<file path="src/rtl/sram_port_arbiter.sv">
`default_nettype none
// +-----------------------------------------------------------------------------+
// | sram_port_arbiter: round-robin sharing of one 2R1W SRAM among NREQ clients, |
// | fixed two-cycle read latency with write-to-read bypass.  Rev 1.0            |
// +-----------------------------------------------------------------------------+
module sram_port_arbiter #(
  parameter int NREQ = 4,
  parameter int AW   = 16,
  parameter int DW   = 128
) (
  input  logic              clock,
  input  logic              reset,
  input  logic [NREQ-1:0]   wr_valid,
  input  logic [NREQ*AW-1:0] wr_addr,
  input  logic [NREQ*DW-1:0] wr_data,
  output logic [NREQ-1:0]   wr_ready,
  input  logic [NREQ-1:0]   rd_valid,
  input  logic [NREQ*AW-1:0] rd_addr,
  output logic [NREQ-1:0]   rd_ready,
  output logic [NREQ-1:0]   rsp_valid,
  output logic [NREQ*DW-1:0] rsp_data,
  output logic              WE,
  output logic [AW-1:0]     WriteAddress,
  output logic [DW-1:0]     WriteBus,
  output logic [AW-1:0]     ReadAddress1,
  output logic [AW-1:0]     ReadAddress2,
  input  logic [DW-1:0]     ReadBus1,
  input  logic [DW-1:0]     ReadBus2
);

  localparam int PW = (NREQ > 1) ? $clog2(NREQ) : 1;

  logic [PW-1:0]   wp;
  logic [PW-1:0]   rp;
  logic [PW-1:0]   wr_idx;
  logic            wr_any;
  logic [PW-1:0]   rd1_idx;
  logic [PW-1:0]   rd2_idx;
  logic            rd1_any;
  logic            rd2_any;
  logic            we_q;
  logic            p1_vld;
  logic            p2_vld;
  logic [PW-1:0]   p1_tag;
  logic [PW-1:0]   p2_tag;
  logic [DW-1:0]   rd_data1;
  logic [DW-1:0]   rd_data2;
  logic [NREQ-1:0] hit1;
  logic [NREQ-1:0] hit2;

  function automatic logic [PW-1:0] wrap_add(input logic [PW-1:0] base, input int off);
    int s;
    s = int'(base) + off;
    if (s >= NREQ) s = s - NREQ;
    return s[PW-1:0];
  endfunction

  // Grants are suppressed while reset is held so no handshake is silently lost.
  always_comb begin : wr_scan
    logic [PW-1:0] idx;
    idx    = '0;
    wr_idx = '0;
    wr_any = 1'b0;
    for (int k = 0; k < NREQ; k++) begin
      idx = wrap_add(wp, k);
      if (!wr_any && wr_valid[idx]) begin
        wr_any = 1'b1;
        wr_idx = idx;
      end
    end
    if (reset) wr_any = 1'b0;
  end

  always_comb begin : rd_scan
    logic [PW-1:0] idx;
    idx     = '0;
    rd1_idx = '0;
    rd2_idx = '0;
    rd1_any = 1'b0;
    rd2_any = 1'b0;
    for (int k = 0; k < NREQ; k++) begin
      idx = wrap_add(rp, k);
      if (rd_valid[idx]) begin
        if (!rd1_any) begin
          rd1_any = 1'b1;
          rd1_idx = idx;
        end else if (!rd2_any) begin
          rd2_any = 1'b1;
          rd2_idx = idx;
        end
      end
    end
    if (reset) begin
      rd1_any = 1'b0;
      rd2_any = 1'b0;
    end
  end

  always_comb begin
    wr_ready = '0;
    rd_ready = '0;
    if (wr_any)  wr_ready[wr_idx]  = 1'b1;
    if (rd1_any) rd_ready[rd1_idx] = 1'b1;
    if (rd2_any) rd_ready[rd2_idx] = 1'b1;
  end

  // Stage A: capture granted requests toward the memory.
  always_ff @(posedge clock) begin
    if (reset) begin
      wp           <= '0;
      rp           <= '0;
      we_q         <= 1'b0;
      WriteAddress <= '0;
      WriteBus     <= '0;
      ReadAddress1 <= '0;
      ReadAddress2 <= '0;
      p1_vld       <= 1'b0;
      p2_vld       <= 1'b0;
      p1_tag       <= '0;
      p2_tag       <= '0;
    end else begin
      we_q   <= wr_any;
      p1_vld <= rd1_any;
      p2_vld <= rd2_any;
      if (wr_any) begin
        wp           <= wrap_add(wr_idx, 1);
        WriteAddress <= wr_addr[wr_idx*AW +: AW];
        WriteBus     <= wr_data[wr_idx*DW +: DW];
      end
      if (rd1_any) begin
        p1_tag       <= rd1_idx;
        ReadAddress1 <= rd_addr[rd1_idx*AW +: AW];
        rp           <= wrap_add(rd2_any ? rd2_idx : rd1_idx, 1);
      end
      if (rd2_any) begin
        p2_tag       <= rd2_idx;
        ReadAddress2 <= rd_addr[rd2_idx*AW +: AW];
      end
    end
  end

  // A write registered before a reset must never reach the array.
  assign WE = we_q & ~reset;

  // Stage B: the write in flight this cycle has not landed yet, so forward it.
  assign rd_data1 = (we_q && (WriteAddress == ReadAddress1)) ? WriteBus : ReadBus1;
  assign rd_data2 = (we_q && (WriteAddress == ReadAddress2)) ? WriteBus : ReadBus2;

  for (genvar i = 0; i < NREQ; i++) begin : g_hit
    assign hit1[i] = p1_vld && (p1_tag == PW'(i));
    assign hit2[i] = p2_vld && (p2_tag == PW'(i));
  end

  always_ff @(posedge clock) begin
    if (reset) begin
      rsp_valid <= '0;
      rsp_data  <= '0;
    end else begin
      rsp_valid <= hit1 | hit2;
      for (int i = 0; i < NREQ; i++) begin
        if (hit1[i])      rsp_data[i*DW +: DW] <= rd_data1;
        else if (hit2[i]) rsp_data[i*DW +: DW] <= rd_data2;
      end
    end
  end

endmodule
`default_nettype wire
</file>
<file path="config.mk">
export PLATFORM = sky130hd
export DESIGN_NAME = sram_port_arbiter
export DESIGN_NICKNAME = d
export VERILOG_FILES = /design/src/rtl/sram_port_arbiter.sv
export SDC_FILE = /design/constraint.sdc
export NUM_CORES = 2
export LEC_CHECK = 0
export ABC_AREA = 1
export ABC_CLOCK_PERIOD_IN_PS = 2700
export CAP_MARGIN = 15
export CORE_AREA = 2 2 633 635
export DETAILED_ROUTE_END_ITERATION = 12
export DIE_AREA = 0 0 635 637
export SYNTH_ARGS = -nofsm -noshare
export SYNTH_HDL_FRONTEND = slang
export SYNTH_SLANG_ARGS = --single-unit
</file>
<file path="constraint.sdc">
create_clock -name clock -period 2.7 [get_ports clock]
set_input_delay 0.405 -clock clock [delete_from_list [all_inputs] [get_ports clock]]
set_output_delay 0.405 -clock clock [all_outputs]
set_load 0.02 [all_outputs]
</file>
==> flow_metrics.env <==
export IMPL_vias=61570
export IMPL_yosysSeqAreaShare_pct=31.88
export IMPL_flow_area_growth_from_synthesis_pct=75.37
export IMPL_place_congestion=0.9624
export IMPL_timing_rr_start="wp[0]"
export IMPL_htree_levels=3
export IMPL_core_area_sq_mm=0.3980
export IMPL_timing_hold_ws_ns=0.1158
export IMPL_antenna_found_initial=134
export IMPL_synthFlopType="dfxtp_1"
export IMPL_synth_common_cells="nand2_1, nand3_1, inv_1"
export IMPL_synth_most_common_cell="nand2_1"
export IMPL_io_pins=1607
export IMPL_cp_arrival_ns=2.73
export IMPL_synthArstFlopShare_pct=0
export IMPL_worstSetupEndpointType="primary output"
export IMPL_synth_edf_count=0
export IMPL_cts_sinks=703
export IMPL_start_kind="register"
export IMPL_synth_avg_cell_area_sq_um=5.791
export IMPL_r2r_end="WriteBus[101]"
export IMPL_worstRegToRegCells=18
export IMPL_hold_path_class="primary input to register"
export IMPL_skew_ns=0.06617
export IMPL_fin_crit_sh_pct=116.1
export IMPL_min_period_ns=3.135
export IMPL_setup_viol=19
export IMPL_synth_warnings=0
export IMPL_power_total_mw=90.02
export IMPL_peakVddDrop_mv=0.8695
export IMPL_cts_max_path_buffers=4
export IMPL_die_area_sq_mm=0.4045
export IMPL_fp_row_count=232
export IMPL_finalWorstSetupSlack_ns=-0.4346
export IMPL_synth_cell_type_count=41
export IMPL_synthDominantCellAreaShare_pct=31.88
export IMPL_relSlewSlack_pct=17.79
export IMPL_critPathKind="register to primary output"
export IMPL_holdPathEnd="WriteBus[16]"
export IMPL_drc=0
export IMPL_track_usage_pct=18.07
export IMPL_rsz0062_at_grt="true"
export IMPL_synthCells=7624
export IMPL_timing_fmax_mhz=319.0
export IMPL_r2r_slack_ns=-0.03
export IMPL_wl_mm=398.7
export IMPL_hold_viol_final=0
export IMPL_min_from="reset"
export IMPL_vias_per_cell=4.147
export IMPL_critPathMaxFanout=7
export IMPL_drtPass1Iterations=8
export IMPL_status="complete, but fails checks"
export IMPL_worst_pin_slew_ns=1.233
export IMPL_start_util_pct=11.09
export IMPL_grt_max_degree=160
export IMPL_cts_tree="built"
export IMPL_grt_pass1_wl_mm=502.7
export IMPL_maxSlewViolCount=0
export IMPL_p_per_area_mw_per_mm2=1163
export IMPL_gr_total_overflow=0
export IMPL_cts_root_buf="clkbuf_16"
export IMPL_clkSlewWorstSetupHoldPaths_ns=0.06
export IMPL_netlist_area_sq_mm=0.04415
export IMPL_cp_data_required_time_ns=2.30
export IMPL_die_width_microns=635
export IMPL_clock_latency_ns=0.84
export IMPL_synth_area_top_cells="dfxtp_1, nand3_1, nand2_1"
export IMPL_postRouteAntennaNets=0
export IMPL_cts_buffers=101
export IMPL_wire_per_inst_microns=26.86
export IMPL_initialDrtViolationCount=6723
export IMPL_dieHeight_microns=637
export IMPL_layout_drive_gt1_share_pct=12.93
export IMPL_ys_ff_latch=703
export IMPL_yosys_area_top_type="dfxtp_1"
export IMPL_p_leak_nw=37.16
export IMPL_fin_nets=10310
export IMPL_drv_cap=0
export IMPL_synthesis_nets=8536
export IMPL_violations="negative setup slack"
export IMPL_dp_hpwl_mm=310.1
export IMPL_min_path_cells=4
export IMPL_portBuffers=1606
export IMPL_grt_pass1_vias=55450
## worst max-delay path, cell delays in order, from the launching register on
cell	delay, ns
dfxtp_4	0.40
buf_6	0.13
o211ai_1	0.25
nand2_4	0.11
nor2_4	0.12
buf_4	0.11
nand4_1	0.14
nand3_4	0.23
inv_8	0.06
ha_4	0.17
inv_4	0.05
nor2_4	0.03
buf_6	0.13
## repair_timing
action,4_1_cts,5_1_grt
endpoints found under the hold margin,1,0
gates cloned,10,32
setup endpoints to repair,697,628
hold buffers,2,0
pin swaps,56,141
gates resized for setup,307,455
setup buffers,33,49
## power breakdown
part	switching, mW	internal [mW]	total [mW]
combinational	37.4	22.3	59.7
sequential	3.11	13.0	16.1
clock	5.84	8.38	14.2
total	46.3	43.7	90.0
## cell families (layout without fill, tap and decap cells)
logic type | after synthesis | after routing | synth area share [%]
AND/OR/NAND/NOR | 4785 | 4785 | 47.97
XOR/XNOR | 16 | 16 | 0.3174
buffers and inverters | 1904 | 3748 | 17.06
multiplexers | 1 | 1 | 0.02267
AO/OA/AOI/OAI | 209 | 209 | 2.582
adder cells (fa/ha/maj) | 6 | 6 | 0.1700
flip-flops | 703 | 703 | 31.88
other | 0 | 113 | 0
## flip-flops by register name, indices dropped and copies added, names as in the netlist
| signal | count |
|---|---|
| rsp_data | 512 |
| WriteBus | 128 |
| ReadAddress1 | 16 |
| ReadAddress2 | 16 |
| WriteAddress | 16 |
| rsp_valid | 4 |
| p1_tag | 2 |
| p2_tag | 2 |
| rp | 2 |
| wp | 2 |
| p1_vld | 1 |
| p2_vld | 1 |
| we_q | 1 |
## cells in the final DEF (no fill, tap or decap), types with 16 or more instances in the layout
cell             Yosys  final
o211ai_1            23     23
nand2_1           2450   2213
nand3_2              2     32
nand2_4              0     71
inv_1             1382   1369
nor2_4               4     19
buf_4               16    350
buf_6               29     53
diode_2              0    113
dfxtp_1            703    671
clkbuf_16            0    131
inv_2               15     16
dfxtp_2              0     27
clkbuf_1           316     17
clkdlybuf4s50_1      0   1558
buf_12               0    127
nor2_1              95     77
clkbuf_8             0     19
nand3_1           1931   1886
buf_16               0     29
nand2_2             11    175
o21ai_2              1     34
nand4_1            261    261
o21ai_1            149    112
## through the flow
step           TNS (ns)  instance area (sq um)  instances  utilization, %  setup WS (ns)
6_report         -3.512                  77430      14850           19.46        -0.4346
5_1_grt          -10.98                  77340      14810           19.43        -0.6144
4_1_cts          -4.014                  74360      14670           18.68        -0.4932
3_5_place_dp    -210.18                  69530      14450           17.47        -0.7313
3_3_place_gp    -222.74                  69510      14450           17.47        -0.9188
2_1_floorplan         0                  44150       7624               -        0.08649
## worst max path at each step
stage                 from           to  slack [ns]  cells past startpoint
4_1_cts              rp[0]  rd_ready[3]       -0.49                     14
3_5_place_dp   rd_valid[3]  rd_ready[2]       -0.73                     16
3_3_place_gp   rd_valid[3]  rd_ready[2]       -0.92                     16
2_1_floorplan        rp[0]  rd_ready[0]        0.09                     16
6_report             wp[0]  wr_ready[0]       -0.43                     12
5_1_grt              rp[0]  rd_ready[2]       -0.61                     15
## layer usage
layer | GRT usage, % | share of wire, %
met5 | 0 | 0.054
met4 | 10.92 | 7.3
met3 | 5.629 | 11
met2 | 28.25 | 44
met1 | 21.62 | 38
## area by class of cell
class | count | area (sq um)
antenna | 113 | 282.8
clock buffer | 138 | 2878
clock inverter | 37 | 493.0
fill | 45260 | 320500
inverter | 1399 | 5326
multi-input combinational | 5017 | 24460
sequential | 703 | 14130
tap | 5265 | 6588
timing repair buffer | 2174 | 23270
Power figures use the tool's default switching activity.
==> edit (same flow settings) <==
`AW`: 16 -> 15.
--- a/src/rtl/sram_port_arbiter.sv
+++ b/src/rtl/sram_port_arbiter.sv
@@ -5,7 +5,7 @@
 // +-----------------------------------------------------------------------------+
 module sram_port_arbiter #(
   parameter int NREQ = 4,
-  parameter int AW   = 16,
+  parameter int AW   = 15,
   parameter int DW   = 128
 ) (
   input  logic              clock,
Interface: changed (5 resized); port bits go from 1607 to 1596. No check against the original RTL was run, so the function may have changed too.
==> edit against the unedited design <==
  * The flow still finishes with violations (setup timing)
  * First-iteration DRC count increased by 1.9%
  * Power increased by 1.8%
  * Utilization decreased by 0.64 points
  * Setup slack improved by 20 ps
  * Synthesized cell count decreased by 1.5%
  * Synthesized area about the same
  * Routed wire length increased by 2.6%
  * Sequential cell count decreased by 3
  * Design area decreased by 3.3%
  * Critical endpoint is now rd_ready[0]
  * Highest routed layer unchanged
==> edit: results <==
group,metric,value,unit
placement,dp_cells,14220,
power,switchingPower,47.47,mW
worst_setup_path,setup.worst_path.end,"rd_ready[0]",
clock_network,post-cts-setup-buffers,40,
run_status,status,"finished, violations left",
worst_setup_path,critPathSlowestCell,"dfxtp_4",
power,power_leakage,35.95,nW
sta,holdWs,252.0,ps
drt,drt_iter0_markers,6850,
worst_setup_path,critPathLaunch,"rp[0]",
sta,layout_setup_ws,-414.1,ps
final_layout,n_fill_cell,45390,
clock_network,cts_resized,214,
drt,via_per_inst,4.126,
global_routing,track_usage,0.1874,
logic_synthesis,yosysSeqAreaShare,0.3177,
drt,wl,409100,um
placement,port_buffers,1595,
logic_synthesis,synth_compound_area_frac,0.008964,
drt,met2WireLength,173800,um
logic_synthesis,synth_fa_ha_area_frac,0.001702,
logic_synthesis,synthDistinctLibCells,40,
logic_synthesis,syn_nets,8411,
worst_setup_path,arrival,2710,ps
worst_setup_path,r2r-end,"WriteBus[74]",
placement,postPlaceCellArea,68530,um^2
placement,dp_hpwl,316900,um
worst_setup_path,worst_r2r_path_depth,17,
final_layout,post-route-util,0.1882,
power,vdd_ir_drop_max,0.7785,mV
drt,dr_wl_met3,48110,um
sta,clock_skew,80.40,ps
power,p_seq,16.9,mW
power,p_clk,14.5,mW
min_path,min-delay-start,"rd_addr[51]",
clock_network,clkLatencyLatePin,880,ps
worst_setup_path,r2r_slack,40,ps
run_status,violations,"setup timing",
power,p_int,44.16,mW
logic_synthesis,synth_mux_area_frac,0,
logic_synthesis,synth_common_cells,"2322 x nand2_1, 2222 x nand3_1, 1310 x inv_1",
final_layout,fin_cells,14630,
drt,wl_met1,164000,um
final_layout,layout-drive-gt1-share,0.09323,
logic_synthesis,synth-xor-area-share,0.002780,
min_path,whs_path_depth,3,
logic_synthesis,synth_area_leaders,"dfxtp_1 32%, nand3_1 25%, nand2_1 20%",
global_routing,antenna_found_initial,223,
min_path,hold_path_end,"ReadAddress1[6]",
global_routing,grt_pass1_vias,54720,
global_routing,grt_pass1_wl,517000,um
placement,pre_cts_slack,-758.0,ps
logic_synthesis,synth.avg_cell_area,5.876,um^2
sta,max_slew.worst_pin.slew,1179,ps
sta,setup_viol,8,
[edit: changes by cell type after synthesis, moves of 8 or more]
cell      before   now
buf_1         61    46
buf_2         83   104
buf_6         29     8
inv_1       1382  1310
nand2_1     2450  2322
nand3_1     1931  2222
nand3b_1       7   288
nand4_1      261     3
nor2_1        95    31
o211ai_1      23    15
o21ai_0       14    23
o21ai_1      149     4
or2_2          7    18
[edit: per-layer routing]
layer,up-vias,track usage
li1,27070,-
met1,28520,0.2336
met2,3784,0.2843
met3,917,0.06681
met4,82,0.09229
met5,-,0
[edit: layout make-up]
| type | count | share of cell area |
|---|---|---|
| clock inverters | 41 | 0.007552 |
| well taps | 5265 | 0.08797 |
| repair inverters | 1 | 0.0001170 |
| diodes | 132 | 0.004411 |
| repair buffers | 2035 | 0.2891 |
| multi-input cells | 4996 | 0.3171 |
| flip-flops and latches | 700 | 0.1877 |
| inverters | 1322 | 0.06732 |
| clock buffers | 140 | 0.03880 |
